--- config.mk ---
export PLATFORM = sky130hd
export DESIGN_NAME = muldiv_seq
export DESIGN_NICKNAME = d
export VERILOG_FILES = /design/src/rtl/muldiv_pkg.sv /design/src/rtl/muldiv_seq_addsub33.sv /design/src/rtl/muldiv_seq.sv
export SDC_FILE = /design/constraint.sdc
export NUM_CORES = 1
export LEC_CHECK = 0
export CAP_MARGIN = 10
export CORE_MARGIN = 3
export CORE_UTILIZATION = 55
export DETAILED_ROUTE_END_ITERATION = 10
export GPL_ROUTABILITY_DRIVEN = 0
export HOLD_SLACK_MARGIN = 0.02
export PLACE_DENSITY = 0.89
export SLEW_MARGIN = 30
export SYNTH_ARGS = -nofsm -noshare
export SYNTH_HDL_FRONTEND = slang
export SYNTH_SLANG_ARGS = --single-unit
--- constraint.sdc ---
create_clock -name clk -period 10.15 [get_ports clk]
set_input_delay 2.03 -clock clk [delete_from_list [all_inputs] [get_ports clk]]
set_output_delay 2.03 -clock clk [all_outputs]
set_load 0.05 [all_outputs]
--- src/rtl/muldiv_pkg.sv ---
// Shared encodings and constants for the iterative HI/LO multiply/divide unit.
package muldiv_pkg;

    localparam int unsigned ITER = 32;

    localparam logic [1:0] OP_MULTU = 2'b00;
    localparam logic [1:0] OP_MULT  = 2'b01;
    localparam logic [1:0] OP_DIVU  = 2'b10;
    localparam logic [1:0] OP_DIV   = 2'b11;

    typedef enum logic [1:0] {
        ST_IDLE = 2'd0,
        ST_RUN  = 2'd1,
        ST_FIX  = 2'd2
    } state_t;

endpackage

--- src/rtl/muldiv_seq_addsub33.sv ---
// 33-bit adder/subtractor. co is the carry for an add and the borrow (a < b) for a subtract.
module addsub33 (
    input  logic [32:0] a,
    input  logic [32:0] b,
    input  logic        sub,
    output logic [32:0] y,
    output logic        co
);

    logic [33:0] full;

    always_comb begin
        full = {1'b0, a} + {1'b0, b ^ {33{sub}}} + {33'd0, sub};
        y    = full[32:0];
        co   = full[33] ^ sub;
    end

endmodule

--- src/rtl/muldiv_seq.sv ---
// Iterative 32-bit MULT/MULTU/DIV/DIVU sequencer holding the architectural HI/LO registers.
module muldiv_seq
    import muldiv_pkg::*;
#(
    parameter int unsigned WIDTH = 32,
    parameter int unsigned CNT_W = 5
) (
    input  logic             clk,
    input  logic             rst_n,
    input  logic             start,
    input  logic [1:0]       op,
    input  logic [WIDTH-1:0] rs,
    input  logic [WIDTH-1:0] rt,
    input  logic             cancel,
    input  logic             mthi,
    input  logic             mtlo,
    input  logic [WIDTH-1:0] wdata,
    output logic             busy,
    output logic             done,
    output logic [WIDTH-1:0] hi,
    output logic [WIDTH-1:0] lo
);

    state_t             state_q, state_d;
    logic [1:0]         op_q, op_d;
    logic [WIDTH-1:0]   a_q, a_d;
    logic [WIDTH-1:0]   b_q, b_d;
    logic [2*WIDTH-1:0] acc_q, acc_d;
    logic [CNT_W-1:0]   count_q, count_d;
    logic               neg_res_q, neg_res_d;
    logic               neg_rem_q, neg_rem_d;
    logic               dz_q, dz_d;
    logic [WIDTH-1:0]   hi_q, hi_d;
    logic [WIDTH-1:0]   lo_q, lo_d;
    logic               busy_q, busy_d;
    logic               done_q, done_d;

    logic               in_signed;
    logic               in_div;
    logic               run_div;
    logic [CNT_W-1:0]   div_idx;
    logic [WIDTH:0]     div_shift;
    logic [WIDTH:0]     as_a;
    logic [WIDTH:0]     as_b;
    logic [WIDTH:0]     as_y;
    logic               as_co;
    logic [2*WIDTH-1:0] acc_neg;
    logic [WIDTH-1:0]   rem_neg;

    assign in_signed = (op == OP_MULT) || (op == OP_DIV);
    assign in_div    = (op == OP_DIVU) || (op == OP_DIV);
    assign run_div   = !((op_q == OP_MULTU) || (op_q == OP_MULT));

    // Dividend bits enter MSB first while the partial remainder shifts left.
    assign div_idx   = CNT_W'(WIDTH - 1) - count_q;
    assign div_shift = {acc_q[2*WIDTH-1:WIDTH], a_q[div_idx]};

    assign as_a = run_div ? div_shift : {1'b0, acc_q[2*WIDTH-1:WIDTH]};
    assign as_b = run_div ? {1'b0, b_q} : {1'b0, a_q};

    addsub33 u_addsub (
        .a   (as_a),
        .b   (as_b),
        .sub (run_div),
        .y   (as_y),
        .co  (as_co)
    );

    // The low half of the 64-bit negation doubles as the negated quotient.
    assign acc_neg = '0 - acc_q;
    assign rem_neg = '0 - acc_q[2*WIDTH-1:WIDTH];

    always_comb begin
        state_d   = state_q;
        op_d      = op_q;
        a_d       = a_q;
        b_d       = b_q;
        acc_d     = acc_q;
        count_d   = count_q;
        neg_res_d = neg_res_q;
        neg_rem_d = neg_rem_q;
        dz_d      = dz_q;
        hi_d      = hi_q;
        lo_d      = lo_q;
        busy_d    = busy_q;
        done_d    = 1'b0;

        case (state_q)
            ST_IDLE: begin
                if (start) begin
                    op_d      = op;
                    a_d       = (in_signed && rs[WIDTH-1]) ? ('0 - rs) : rs;
                    b_d       = (in_signed && rt[WIDTH-1]) ? ('0 - rt) : rt;
                    neg_res_d = in_signed && (rs[WIDTH-1] ^ rt[WIDTH-1]);
                    neg_rem_d = in_signed && in_div && rs[WIDTH-1];
                    dz_d      = in_div && (rt == '0);
                    acc_d     = '0;
                    count_d   = '0;
                    busy_d    = 1'b1;
                    state_d   = ST_RUN;
                end else begin
                    if (mthi) hi_d = wdata;
                    if (mtlo) lo_d = wdata;
                end
            end

            ST_RUN: begin
                if (cancel) begin
                    busy_d  = 1'b0;
                    state_d = ST_IDLE;
                end else begin
                    if (run_div) begin
                        if (as_co)
                            acc_d = {div_shift[WIDTH-1:0], acc_q[WIDTH-2:0], 1'b0};
                        else
                            acc_d = {as_y[WIDTH-1:0], acc_q[WIDTH-2:0], 1'b1};
                    end else begin
                        if (b_q[count_q])
                            acc_d = {as_y, acc_q[WIDTH-1:1]};
                        else
                            acc_d = {1'b0, acc_q[2*WIDTH-1:1]};
                    end
                    count_d = count_q + 1'b1;
                    if (count_q == CNT_W'(ITER - 1))
                        state_d = ST_FIX;
                end
            end

            ST_FIX: begin
                busy_d  = 1'b0;
                state_d = ST_IDLE;
                if (!cancel) begin
                    done_d = 1'b1;
                    if (run_div) begin
                        hi_d = neg_rem_q ? rem_neg : acc_q[2*WIDTH-1:WIDTH];
                        if (dz_q)
                            lo_d = '1;
                        else
                            lo_d = neg_res_q ? acc_neg[WIDTH-1:0] : acc_q[WIDTH-1:0];
                    end else begin
                        {hi_d, lo_d} = neg_res_q ? acc_neg : acc_q;
                    end
                end
            end

            default: begin
                busy_d  = 1'b0;
                state_d = ST_IDLE;
            end
        endcase
    end

    always_ff @(posedge clk or negedge rst_n) begin
        if (!rst_n) begin
            state_q   <= ST_IDLE;
            op_q      <= '0;
            a_q       <= '0;
            b_q       <= '0;
            acc_q     <= '0;
            count_q   <= '0;
            neg_res_q <= 1'b0;
            neg_rem_q <= 1'b0;
            dz_q      <= 1'b0;
            hi_q      <= '0;
            lo_q      <= '0;
            busy_q    <= 1'b0;
            done_q    <= 1'b0;
        end else begin
            state_q   <= state_d;
            op_q      <= op_d;
            a_q       <= a_d;
            b_q       <= b_d;
            acc_q     <= acc_d;
            count_q   <= count_d;
            neg_res_q <= neg_res_d;
            neg_rem_q <= neg_rem_d;
            dz_q      <= dz_d;
            hi_q      <= hi_d;
            lo_q      <= lo_d;
            busy_q    <= busy_d;
            done_q    <= done_d;
        end
    end

    assign busy = busy_q;
    assign done = done_q;
    assign hi   = hi_q;
    assign lo   = lo_q;

endmodule

==> impl_metrics.ini <==
[clock_tree]
postCtsSetupRepairBufs = 0
cts_tree = built
cts_buffers = 23
cts_root_buffer = clkbuf_16
cts.sinks = 205
clock_path_buffers = 3
htreeDepth = 1
cts_resized = 0
clk_pin_slew_ns = 0.06
cts-hold-fix-buffers = 0
insertion_delay_ns = 0.54

[floorplan]
die_w_um = 172
initial_utilization_pct = 56.0
die_area_um2 = 29500
rows = 60
die_h_um = 172
core_um2 = 27000
io_pins = 170

[logic_synthesis]
ys_ff_latch = 205
synth_compound_area_share_pct = 23.9
synthArstFlopShare_pct = 100
yosysSeqAreaShare_pct = 33.9
synth_edf_count = 0
synth_top_family_by_area = compound AO/OA/AOI/OAI gates
syn_nets = 2010
synth_mux_area_share_pct = 7.53
synth-adder-area-share_pct = 3.19
synthCells = 1868
syn_area_um2 = 15100
synthXorXnorAreaFrac_pct = 8.74
ys_warn_count = 0
synth_flop_cell = dfrtp_1
synthSimpleGateAreaFrac_pct = 18.1
synth.distinct_cells = 74
avgSynthCellArea_um2 = 8.10

[sta]
slew_headroom_pct = 34.9
maxSlewViolCount = 0
setup_viol = 0
postLayoutSetupSlackWorst_ns = 4.93
hold_viol = 0
rsz0062_at_grt = false
final.setup_skew_ns = 0.0187
tightest_slew_ns = 0.977
period_share_pct = 51.4
fmax_mhz = 192
tns_ns = 0
min_period_ns = 5.22

[grt]
grt_start_max_net_pins = 125
overflow = 0
track_usage_pct = 29.3
first_global_vias = 13900
grt_pass1_wl_um = 71100
antenna_found_initial = 0

[layout]
syn2layout_area_growth_pct = 16.2
final_cell_mix = nand2_1, o21ai_0, dfrtp_1
multiInputGateArea_um2 = 9350
fillCellCount = 2103
layout_commonest_cell = nand2_1
diodes = 0
utilization_pct = 65.0
final-seq-area_um2 = 5130
fin_nets = 2065
fin_area_um2 = 17600
drive_above_1_share_pct = 6.66

[pwr]
total_power_mw = 4.58
peakVddDrop_mv = 0.150
power.leakage_nw = 7.24
p_per_area_nw_per_um2 = 261

[routing]
vias = 14900
drtAntennaViolNets = 0
firstDrtPassIters = 6
wire_per_inst_um = 19.5
drtIter0Drc = 2108
via_per_inst = 6.54
wl_um = 44300
drc = 0

[setup_path]
cp_cell_sequence = buf_4 -> inv_1 -> a21boi_0 -> inv_1 -> ha_1 -> a21oi_1 -> o21bai_1 -> a21oi_1 -> o21ai_0 -> nor3_2 -> o21ai_1 -> a31oi_4 -> buf_4 -> nand2_1 -> o21ai_0 -> o21ai_0
startpoint_type = flop
cpPeakStageDelay_ns = 0.93
rrSetupSlack_ns = 4.93
critPathBufInv = 4
rr_startpoint = op_q[1]
cp_max_fo = 71
critPathTopFamily = compound AO/OA/AOI/OAI gates
cp_slowest_cell = dfrtp_4
startpoint = op_q[1]
cp.arrival_ns = 5.62
crit_path_end_kind = flop
required_ns = 10.56
crit_type = reg2reg
cp_common_cell = o21ai_0

[place]
numPortBuffers = 169
hpwl_um = 32400
dpl_worst_slack_ns = 4.77
postPlaceCellArea_um2 = 16800

[hold_path]
hp-class = reg2reg
hold_start = lo[24]

[job]
maxCapViolCount = 0

[run_status]
status = finished clean
-- synth_stat cells, types with 15 or more instances --
cell        n  area (µm²)
clkbuf_1  123         462
a21o_1     17         128
o21ai_0   234        1170
nor2_1    154         578
nand2_1   279        1050
nand3_1    28         140
o31ai_1    53         398
o41ai_1    15         131
dfrtp_1   205        5130
nand2b_1   16         100
nor3_1     26         130
a31oi_1    18         113
xor2_1     53         464
mux2i_1    44         440
o22ai_1    36         225
a21oi_1   123         616
ha_1       37         463
mux4_2     15         338
xnor2_1    98         858
mux2_2     32         360
nor4_1     15        93.8
inv_1      26        97.6
-- sequential cells by signal (all words and copies together), names as in the netlist, 2 cells and up --
| signal | count |
|---|---|
| b_q | 32 |
| a_q | 32 |
| lo | 32 |
| hi | 32 |
| count_q | 5 |
| state_q | 2 |
| acc_q | 64 |
-- stage by stage --
step | hold slack, ns | instances
after floorplan | 0.439 | 1868
after global placement | 0.462 | 2239
after detailed placement | 0.470 | 2239
after CTS | 0.483 | 2277
after global routing | 0.498 | 2277
final | 0.478 | 2277
-- final timing paths --
check,end,cells past startpoint
worst min register to register,lo[24],2
max in group asynchronous,a_q[8],2
worst max register to register,acc_q[43],16
worst min-delay path,lo[24],2
min in group asynchronous,hi[30],1
worst max-delay path,acc_q[43],16
-- metal layers --
metal | track usage, % | share of wire, % | routed length (µm) | up-vias
met3 | 3.56 | 9.4 | 4170 | 163
met5 | 0 | 0 | 0 | -
met1 | 39.7 | 41 | 18000 | 6962
li1 | - | - | - | 6817
met2 | 48.1 | 45 | 20000 | 949
met4 | 11.9 | 4.7 | 2090 | 0
-- cells by family (layout without fill, tap and decap cells) --
group / Yosys count / after routing
xor+xnor: 151 / 151
buf+inv: 180 / 248
mux: 91 / 91
simple gates: 608 / 608
compound gates: 595 / 595
flops: 205 / 205
fa+ha+maj: 38 / 38
-- worst register-to-register path: cells and delay by family (launching register included) --
kind | cells | cell delay [ns]
compound gates | 9 | 1.91
buf+inv | 4 | 1.35
simple gates | 2 | 0.70
flops | 1 | 0.93
fa+ha+maj | 1 | 0.21
-- report_power, final --
| part | leakage, nW | internal [mW] | switching (mW) |
|---|---|---|---|
| Clock | 0.370 | 0.487 | 0.355 |
| Sequential | 2.61 | 0.988 | 0.305 |
| Combinational | 4.26 | 0.988 | 1.46 |
| Total | 7.24 | 2.46 | 2.11 |
-- layout make-up --
| type | instances | area share, % |
|---|---|---|
| clock buffer | 31 | 3.79 |
| clock inverter | 7 | 0.484 |
| inverter | 28 | 0.598 |
| multi-input combinational | 1483 | 53.2 |
| sequential | 205 | 29.2 |
| tap | 341 | 2.43 |
| timing repair buffer | 182 | 10.2 |
Power figures use the tool's default switching activity.
